`src/rtl/sext_accum.sv`:
```
// Block accumulator of sign-extended 8/16-bit samples with a ready/valid result hold stage.
// Build option: define SEXT_ACCUM_SAT_EN to clamp on signed overflow instead of wrapping.
module sext_accum #(
    parameter int unsigned BLOCK_LEN = 4
) (
    input  logic        clk,
    input  logic        rst,
    input  logic        clear,
    input  logic        in_valid,
    output logic        in_ready,
    input  logic        in_sel,
    input  logic [7:0]  in_8,
    input  logic [15:0] in_16,
    output logic        out_valid,
    input  logic        out_ready,
    output logic [15:0] out_sum,
    output logic [31:0] out_sum_ext,
    output logic        ovf
);

    localparam int unsigned DATA_W = 16;
    localparam int unsigned CNT_W  = 8;

    typedef enum logic {
        ACC  = 1'b0,
        HOLD = 1'b1
    } state_t;

    state_t              state;
    state_t              state_nxt;
    logic [DATA_W-1:0]   acc;
    logic [CNT_W-1:0]    cnt;
    logic [DATA_W-1:0]   sample_c;
    logic [DATA_W-1:0]   sum_c;
    logic [DATA_W-1:0]   acc_nxt_c;
    logic                add_ovf_c;
    logic                accept_c;
    logic                last_c;
    logic                release_c;

    // Handshake qualifiers; clear blocks acceptance in the same cycle
    assign in_ready  = (state == ACC) && !clear;
    assign accept_c  = in_valid && in_ready;
    assign last_c    = accept_c && (cnt == CNT_W'(BLOCK_LEN - 1));
    assign release_c = (state == HOLD) && out_ready;

    // Sample selection, add and overflow detection
    always_comb begin
        sample_c  = in_sel ? in_16 : {{8{in_8[7]}}, in_8};
        sum_c     = acc + sample_c;
        add_ovf_c = (acc[DATA_W-1] == sample_c[DATA_W-1]) &&
                    (sum_c[DATA_W-1] != acc[DATA_W-1]);
`ifdef SEXT_ACCUM_SAT_EN
        if (add_ovf_c) begin
            acc_nxt_c = acc[DATA_W-1] ? 16'h8000 : 16'h7FFF;
        end else begin
            acc_nxt_c = sum_c;
        end
`else
        acc_nxt_c = sum_c;
`endif
    end

    always_ff @(posedge clk) begin
        if (rst) begin
            state <= ACC;
        end else begin
            state <= state_nxt;
        end
    end

    // Next-state: clear overrides both handshakes
    always_comb begin
        state_nxt = state;
        case (state)
            ACC:     if (last_c)    state_nxt = HOLD;
            HOLD:    if (out_ready) state_nxt = ACC;
            default: state_nxt = ACC;
        endcase
        if (clear) begin
            state_nxt = ACC;
        end
    end

    always_ff @(posedge clk) begin
        if (rst || clear || release_c) begin
            acc <= '0;
            cnt <= '0;
            ovf <= 1'b0;
        end else if (accept_c) begin
            acc <= acc_nxt_c;
            cnt <= cnt + 1'b1;
            if (add_ovf_c) begin
                ovf <= 1'b1;
            end
        end
    end

    assign out_valid   = (state == HOLD);
    assign out_sum     = acc;
    assign out_sum_ext = {{16{acc[DATA_W-1]}}, acc};

endmodule

```
`config.mk`:
```
export PLATFORM = sky130hd
export DESIGN_NAME = sext_accum
export DESIGN_NICKNAME = d
export VERILOG_FILES = /design/src/rtl/sext_accum.sv
export SDC_FILE = /design/constraint.sdc
export NUM_CORES = 1
export LEC_CHECK = 0
export BUFFER_PORTS_ARGS = -buffer_cell sky130_fd_sc_hd__buf_2
export CORE_MARGIN = 2
export CORE_UTILIZATION = 40
export CTS_CLUSTER_SIZE = 10
export DETAILED_ROUTE_END_ITERATION = 8
export PLACE_DENSITY_LB_ADDON = 0.08
export SLEW_MARGIN = 20
export SYNTH_ARGS = -nofsm -noshare
export SYNTH_HDL_FRONTEND = slang
export SYNTH_SLANG_ARGS = --single-unit
```
`constraint.sdc`:
```
create_clock -name clk -period 3.55 [get_ports clk]
set_input_delay 0.71 -clock clk [delete_from_list [all_inputs] [get_ports clk]]
set_output_delay 0.71 -clock clk [all_outputs]
set_load 0.05 [all_outputs]
```
Word-level counts from Yosys, hierarchy flattened:

Cells that the tools add are included.

* mux-type cells: 4
* reduce and logical (&&, ||, !) cells: 10
* bitwise operators: 1
* equal/unequal tests: 3
* add/subtract/negate cells: 2

Operators with widths (number)
* 16-bit adder: 1
* 16-bit 2-to-1 mux: 1
* 8-bit by 1-bit adder with 8-bit output (second input constant): 1
* 8-bit by 2-bit equality test with 1-bit output (second input constant): 1
* 1-bit logical AND: 5
* 1-bit logical OR: 2
* 1-bit 2-to-1 mux: 2
* 1-bit case mux with 2 select lines: 1
* 2-bit AND reduction: 1
* 2-bit OR reduction: 1
* 1-bit equality test: 1
* 1-bit zero test: 1
* 1-bit != test: 1
* 1-bit NOT: 1

* output and inout bits: 51
* flip-flop bits (word level): 26
* word-level logic and storage cells: 24
* input bits: 30

Logic depth before layout (Yosys ltp):

Gate-level depths: netlist of the first run.

* depth after elaboration: 6
* mapped depth: 12
* depth with buffers taken out: 9

Worst setup path before layout of the first run:

No wires, ideal clock.

* path type: input -> register
* from: input port in_sel
* to: register acc[14], in the netlist out_sum[14]
* slack: 0.264 ns
* data required time: 3.428 ns
* library setup time: 0.122 ns
* path buffers: 2
* stages: 10
* arrival time: 3.165 ns
* path through: clkbuf_1 clkbuf_1 mux2_2 ha_1 fa_1 a21oi_1 o211ai_1 a211oi_1 a211oi_1 a221o_1

* word-level cells in the longest chain between the ends: 2

Ends and longest elaborated chain
* start: declaration: line 11 `input logic in_sel,`
* 16-bit 2-to-1 mux: line 49 `sample_c = in_sel ? in_16 : {{8{in_8[7]}}, in_8};`
* 16-bit adder: line 50 `sum_c = acc + sample_c;`
* end signal: assignment: line 91 `acc <= acc_nxt_c;`
* end: declaration: line 31 `logic [DATA_W-1:0] acc;`

Every way passes these cells.
A chain may end at the register's enable or synchronous reset.

Final worst setup path of the first run:

Ends and elaborated chain as after synthesis.

==> flow_summary.yaml, run 1 <==
run_status:
  outcome: "finished clean"
finish:
  seqCellArea_um2: 520
  drive_above_1_share_pct: 33.0
  multi_input_area_um2: 1290
  layout.nets: 360
  final_cell_mix: "buf_2 (80), nand2_1 (56), dfxtp_1 (26)"
  area_growth_pct: 14.5
  fillers: 544
  final_common_cell: "buf_2"
  n_antenna_cell: 0
setup_path:
  reg2reg_from: "out_sum[0]$_SDFFE_PP0P_"
  end_kind: "flop"
  path_class: "in2reg"
  path_cells: "buf_2, mux2_2, ha_1, fa_1, a21oi_1, o211ai_1, a211oi_1, a211oi_1, a221o_1"
  crit_buf_inv: 1
  slowest_stage: "fa_1"
  cp_data_arrival_time_ps: 3170
  critPathTopFamily: "compound AO/OA/AOI/OAI gates"
  max_stage_delay_ps: 410
  rr_endpoint: "out_sum[14]$_SDFFE_PP0P_"
  cp_common_cell: "a211oi_1"
  crit_path_start_kind: "primary input"
  rrSetupSlack_ps: 1340
  reg2reg_depth: 7
  cp.depth: 9
  crit_required_ps: 3720
  worstPathMaxFanout: 17
power:
  powerDensity_nw_per_um2: 320
  p_switching_uw: 248
  ir_drop_v: 0.000134
  switching_share_pct: 32.4
  clock_power_share_pct: 32.8
  p_leak_nw: 1.21
  p_int_uw: 519
  seqPwrFrac_pct: 39.6
  p_comb_share_pct: 27.6
timing:
  fmaxAchievable_mhz: 334
  worst_pin_slew_ps: 618
  finalSetupViolations: 0
  finalClockSkew_ps: 2.91
  min_period_over_period_pct: 84.4
  grt_setup_unrepaired: "false"
  finalSetupTns_ps: 0
  slew_headroom_pct: 58.8
  fin_crit_ps: 3000
  maxSlewViolCount: 0
  setup_slack_ps: 555
  hold_viol_final: 0
logic_synthesis:
  synth_cells: 266
  syn_nets: 313
  avgSynthCellArea_um2: 7.87
  syn_area_um2: 2090
  ys_ff_latch: 26
  seq_area_frac_synth_pct: 24.9
  yosysWarningCount: 0
  synth_cell_types: 44
placed_design:
  dp_hpwl_um: 3620
  routabilityCongestion: 0.804
  io_buffers: 80
  dpl_worst_slack_ps: 247
global_routing:
  grt_max_degree: 23
  grt_pass1_vias: 1780
  grt_remaining_overflow: 0
  gr-usage-all-layers_pct: 16.8
  grt_pass1_wl_um: 8130
  antenna_found_initial: 0
worst_hold_path:
  hold_end: "ovf$_SDFFE_PP0P_"
  worstHoldStart: "ovf$_SDFFE_PP0P_"
  hold_depth: 2
  hold_path_class: "reg2reg"
floorplan:
  rows: 26
  num_io_pins: 81
  dieArea_um2: 5830
  core_region_area_um2: 5070
  die_x_um: 76.3
  initial_core_util_pct: 41.2
  die_y_um: 76.3
job:
  maxCapViolCount: 0
drt:
  viasPerCell: 4.94
  postRouteAntennaNets: 0
  vias: 1887
  drt_iter0_drc: 98
  routed_wl_um: 4810
  dr.pass1.iters: 4
  drc_errors: 0
  routedWlPerCell_um: 12.6
clock_tree:
  root_buffer: "clkbuf_8"
  cts_buffers: 3
  post_cts_buffers: 0
  clock_path_buffers: 2
  cts_tree: "yes"
  hold_buffers: 0
  cts.repair.resized: 0
  insertion_delay_ps: 270
  htree_levels: 1
  clk_pin_slew_ps: 100
  cts_sinks: 26
## final cells by class
type | count | share of cell area (%)
multi-input combinational | 197 | 53.8
timing repair buffer | 82 | 17.3
tap | 70 | 3.66
inverter | 3 | 0.470
sequential | 26 | 21.7
clock buffer | 3 | 1.72
clock inverter | 1 | 1.25
## sequential cells by signal (all words and copies together), names as in the netlist
register	count
cnt	8
out_sum	16
out_valid	1
ovf	1
## per-layer routing
metal  vias to the layer above  wire length [um]  track usage, %
met5                         -                 0               0
met4                         0                21            4.73
met3                         2               242            2.84
met2                        56              2300            28.0
met1                       852              2250            22.4
li1                        977                 -               -
## synth_stat cells, drive strengths merged
library cell  number  share of area, %
a211o              1              0.42
a211oi             5               2.0
a21o               2              0.72
a21oi             22               5.8
a221o              1              0.48
a221oi             1              0.42
a22o               1              0.42
a31oi              1               1.0
and2               2              0.60
and3               2              0.60
buf               33                12
clkbuf             7               1.3
dfxtp             26                25
fa                 1              0.96
ha                16               9.6
inv                3              0.54
mux2               8               4.5
mux2i              2              0.96
nand2             57                10
nand2b             2              0.60
nand3              8               1.9
nand4              2              0.60
nor2              21               3.8
nor3               1              0.24
nor4               1              0.30
o2111ai            1              0.42
o211a              1              0.48
o211ai             2              0.72
o21a               1              0.36
o21ai             11               2.8
o21bai             2              0.72
o22ai              1              0.30
o31ai              1               1.0
o41ai              1              0.78
or4                2              0.72
xnor2              9               3.8
xor2               8               3.3
## power by group through the flow
| stage | logic, mW | clock network, mW | registers (mW) |
|---|---|---|---|
| floorplan | 0.156 | 0 | 0.328 |
| global placement | 0.213 | 0 | 0.310 |
| detailed placement | 0.213 | 0 | 0.311 |
| CTS | 0.214 | 0.264 | 0.304 |
| global route | 0.230 | 0.279 | 0.305 |
| finish | 0.212 | 0.252 | 0.304 |
## worst register-to-register path: stages, from the launching register on
cell	delay [ps]
dfxtp_1	340
ha_1	240
fa_1	410
a21oi_1	260
o211ai_1	150
a211oi_1	270
a211oi_1	110
a221o_1	320
## per-stage QoR
step                instance area (um2)  power, mW  utilization, %  hold slack, ps  std cells
CTS                                2400      0.782            47.2             458        382
global placement                   2320      0.524            45.8             439        378
finish                             2400      0.767            47.2             455        382
detailed placement                 2320      0.524            45.8             444        378
floorplan                          2090      0.483               -             454        266
global route                       2400      0.814            47.2             502        382
## worst max-delay path by stage
stage,startpoint,endpoint
finish,in_sel,out_sum[14]$_SDFFE_PP0P_
global route,in_sel,out_sum[15]$_SDFFE_PP0P_
CTS,in_sel,out_sum[14]$_SDFFE_PP0P_
detailed placement,in_sel,out_sum[14]$_SDFFE_PP0P_
global placement,in_sel,out_sum[14]$_SDFFE_PP0P_
floorplan,in_sel,out_sum[14]$_SDFFE_PP0P_
## cell families (layout without fill, tap and decap cells)
family                     Yosys count  after routing  share of synthesized area (%)
AOI/OAI and AO/OA                   55             55                           18.9
muxes                               10             10                           5.44
DFF                                 26             26                           24.9
buffers and inverters               43             89                           13.5
xor gates and xnor gates            17             17                           7.11
and+or+nand+nor                     98             98                           19.7
adders and majority gates           17             17                           10.5
(Power assumes the default switching activity.)
==> run 2: changes to the inputs <==
clock period = 3.1 ns   (was 3.55 ns; I/O delays follow)
==> flow_summary.yaml, run 2 (synthesis results as in run 1) <==
finish:
  fillers: 522
  drive_above_1_share_pct: 33.9
  largest_reg_flops: 16
  n_antenna_cell: 0
  layout.nets: 364
  area_growth_pct: 15.9
  final_common_cell: "buf_2"
  final_cell_mix: "buf_2 (80), nand2_1 (56), dfxtp_1 (26)"
placed_design:
  dpl_worst_slack_ps: 77.8
  routabilityCongestion: 0.847
  dp_hpwl_um: 3600
  io_buffers: 80
clock_tree:
  post_cts_buffers: 0
  clk_pin_slew_ps: 100
  root_buffer: "clkbuf_8"
  hold_buffers: 0
  cts.repair.resized: 0
  cts_buffers: 3
  insertion_delay_ps: 270
  htree_levels: 1
  cts_tree: "yes"
  cts_sinks: 26
  clock_path_buffers: 2
floorplan:
  core_region_area_um2: 5070
  initial_core_util_pct: 41.2
  num_io_pins: 81
  dieArea_um2: 5830
  rows: 26
  die_x_um: 76.3
  die_y_um: 76.3
timing:
  worst_pin_slew_ps: 637
  finalSetupTns_ps: 0
  min_period_over_period_pct: 88.2
  grt_setup_unrepaired: "false"
  hold_viol_final: 0
  fin_crit_ps: 2730
  slew_headroom_pct: 57.5
  finalSetupViolations: 0
  finalClockSkew_ps: 5.12
  setup_slack_ps: 366
  maxSlewViolCount: 0
  fmaxAchievable_mhz: 366
setup_path:
  reg2reg_depth: 7
  end_kind: "flop"
  max_stage_delay_ps: 390
  crit_buf_inv: 1
  path_cells: "buf_2, nand2b_1, nand2_1, ha_1, a21oi_2, o21ai_0, a221oi_1, o21ai_2, mux2_4, mux2i_1"
  rrSetupSlack_ps: 890
  crit_path_start_kind: "primary input"
  rr_endpoint: "out_sum[14]$_SDFFE_PP0P_"
  path_class: "in2reg"
  critPathTopFamily: "compound AO/OA/AOI/OAI gates"
  worstPathMaxFanout: 10
  cp_data_arrival_time_ps: 2900
  reg2reg_from: "out_sum[0]$_SDFFE_PP0P_"
  slowest_stage: "nand2b_1"
  crit_required_ps: 3270
job:
  maxCapViolCount: 0
drt:
  routed_wl_um: 4760
  drc_errors: 0
  viasPerCell: 4.83
  vias: 1865
  routedWlPerCell_um: 12.3
  postRouteAntennaNets: 0
  drt_iter0_drc: 112
  dr.pass1.iters: 4
power:
  p_total_uw: 884
  p_leak_nw: 1.23
  ir_drop_v: 0.000152
  powerDensity_nw_per_um2: 364
global_routing:
  grt_pass1_vias: 1757
  antenna_found_initial: 0
  gr-usage-all-layers_pct: 16.8
  grt_max_degree: 23
  grt_remaining_overflow: 0
  grt_pass1_wl_um: 8180
worst_hold_path:
  worstHoldStart: "ovf$_SDFFE_PP0P_"
  hold_depth: 2
  hold_end: "ovf$_SDFFE_PP0P_"
  hold_path_class: "reg2reg"
run_status:
  outcome: "finished clean"
[run 2: per-stage QoR]
step	hold slack, ps	cell area (um2)	util, %	instances
2_1_floorplan	454	2100	-	266
3_3_place_gp	437	2350	46.4	382
3_5_place_dp	441	2350	46.4	382
4_1_cts	455	2430	47.8	386
5_1_grt	463	2430	47.8	386
6_report	448	2430	47.8	386
[run 2: worst max-delay path by stage]
stage / start / end / slack [ps] / depth (start not counted)
3_5_place_dp: in_sel / out_sum[14]$_SDFFE_PP0P_ / 80 / 9
2_1_floorplan: in_sel / out_sum[14]$_SDFFE_PP0P_ / 0.6 / 10
4_1_cts: in_sel / out_sum[14]$_SDFFE_PP0P_ / 370 / 9
6_report: in_sel / out_sum[15]$_SDFFE_PP0P_ / 370 / 10
3_3_place_gp: in_sel / out_sum[15]$_SDFFE_PP0P_ / 110 / 10
5_1_grt: in_sel / out_sum[15]$_SDFFE_PP0P_ / 210 / 10
[run 2: tightest hold or removal path, cell delays in order (launching register included)]
cell	delay, ps
dfxtp_1	320
nand2_1	50
o21ai_1	50
[run 2: cell type report]
class                           count  area [um2]  area share, %
Multi-Input combinational cell    197        1290           53.2
Sequential cell                    26         520           21.5
Timing Repair Buffer               86         445           18.4
Tap cell                           70        87.6           3.61
Clock buffer                        3        41.3           1.70
Clock inverter                      1        30.0           1.24
Inverter                            3        11.3          0.464
[run 2: layer usage]
metal / up-vias / track usage, % / wire (um)
met3: 2 / 2.37 / 227
met5: - / 0 / 0
met1: 823 / 23.8 / 2390
met2: 52 / 26.9 / 2120
li1: 988 / - / -
met4: 0 / 4.18 / 21
[run 2: power breakdown]
| part | switching, mW | internal [mW] |
|---|---|---|
| sequential | 0.00768 | 0.340 |
| combinational | 0.163 | 0.0849 |
| clock | 0.116 | 0.173 |
| total | 0.286 | 0.598 |
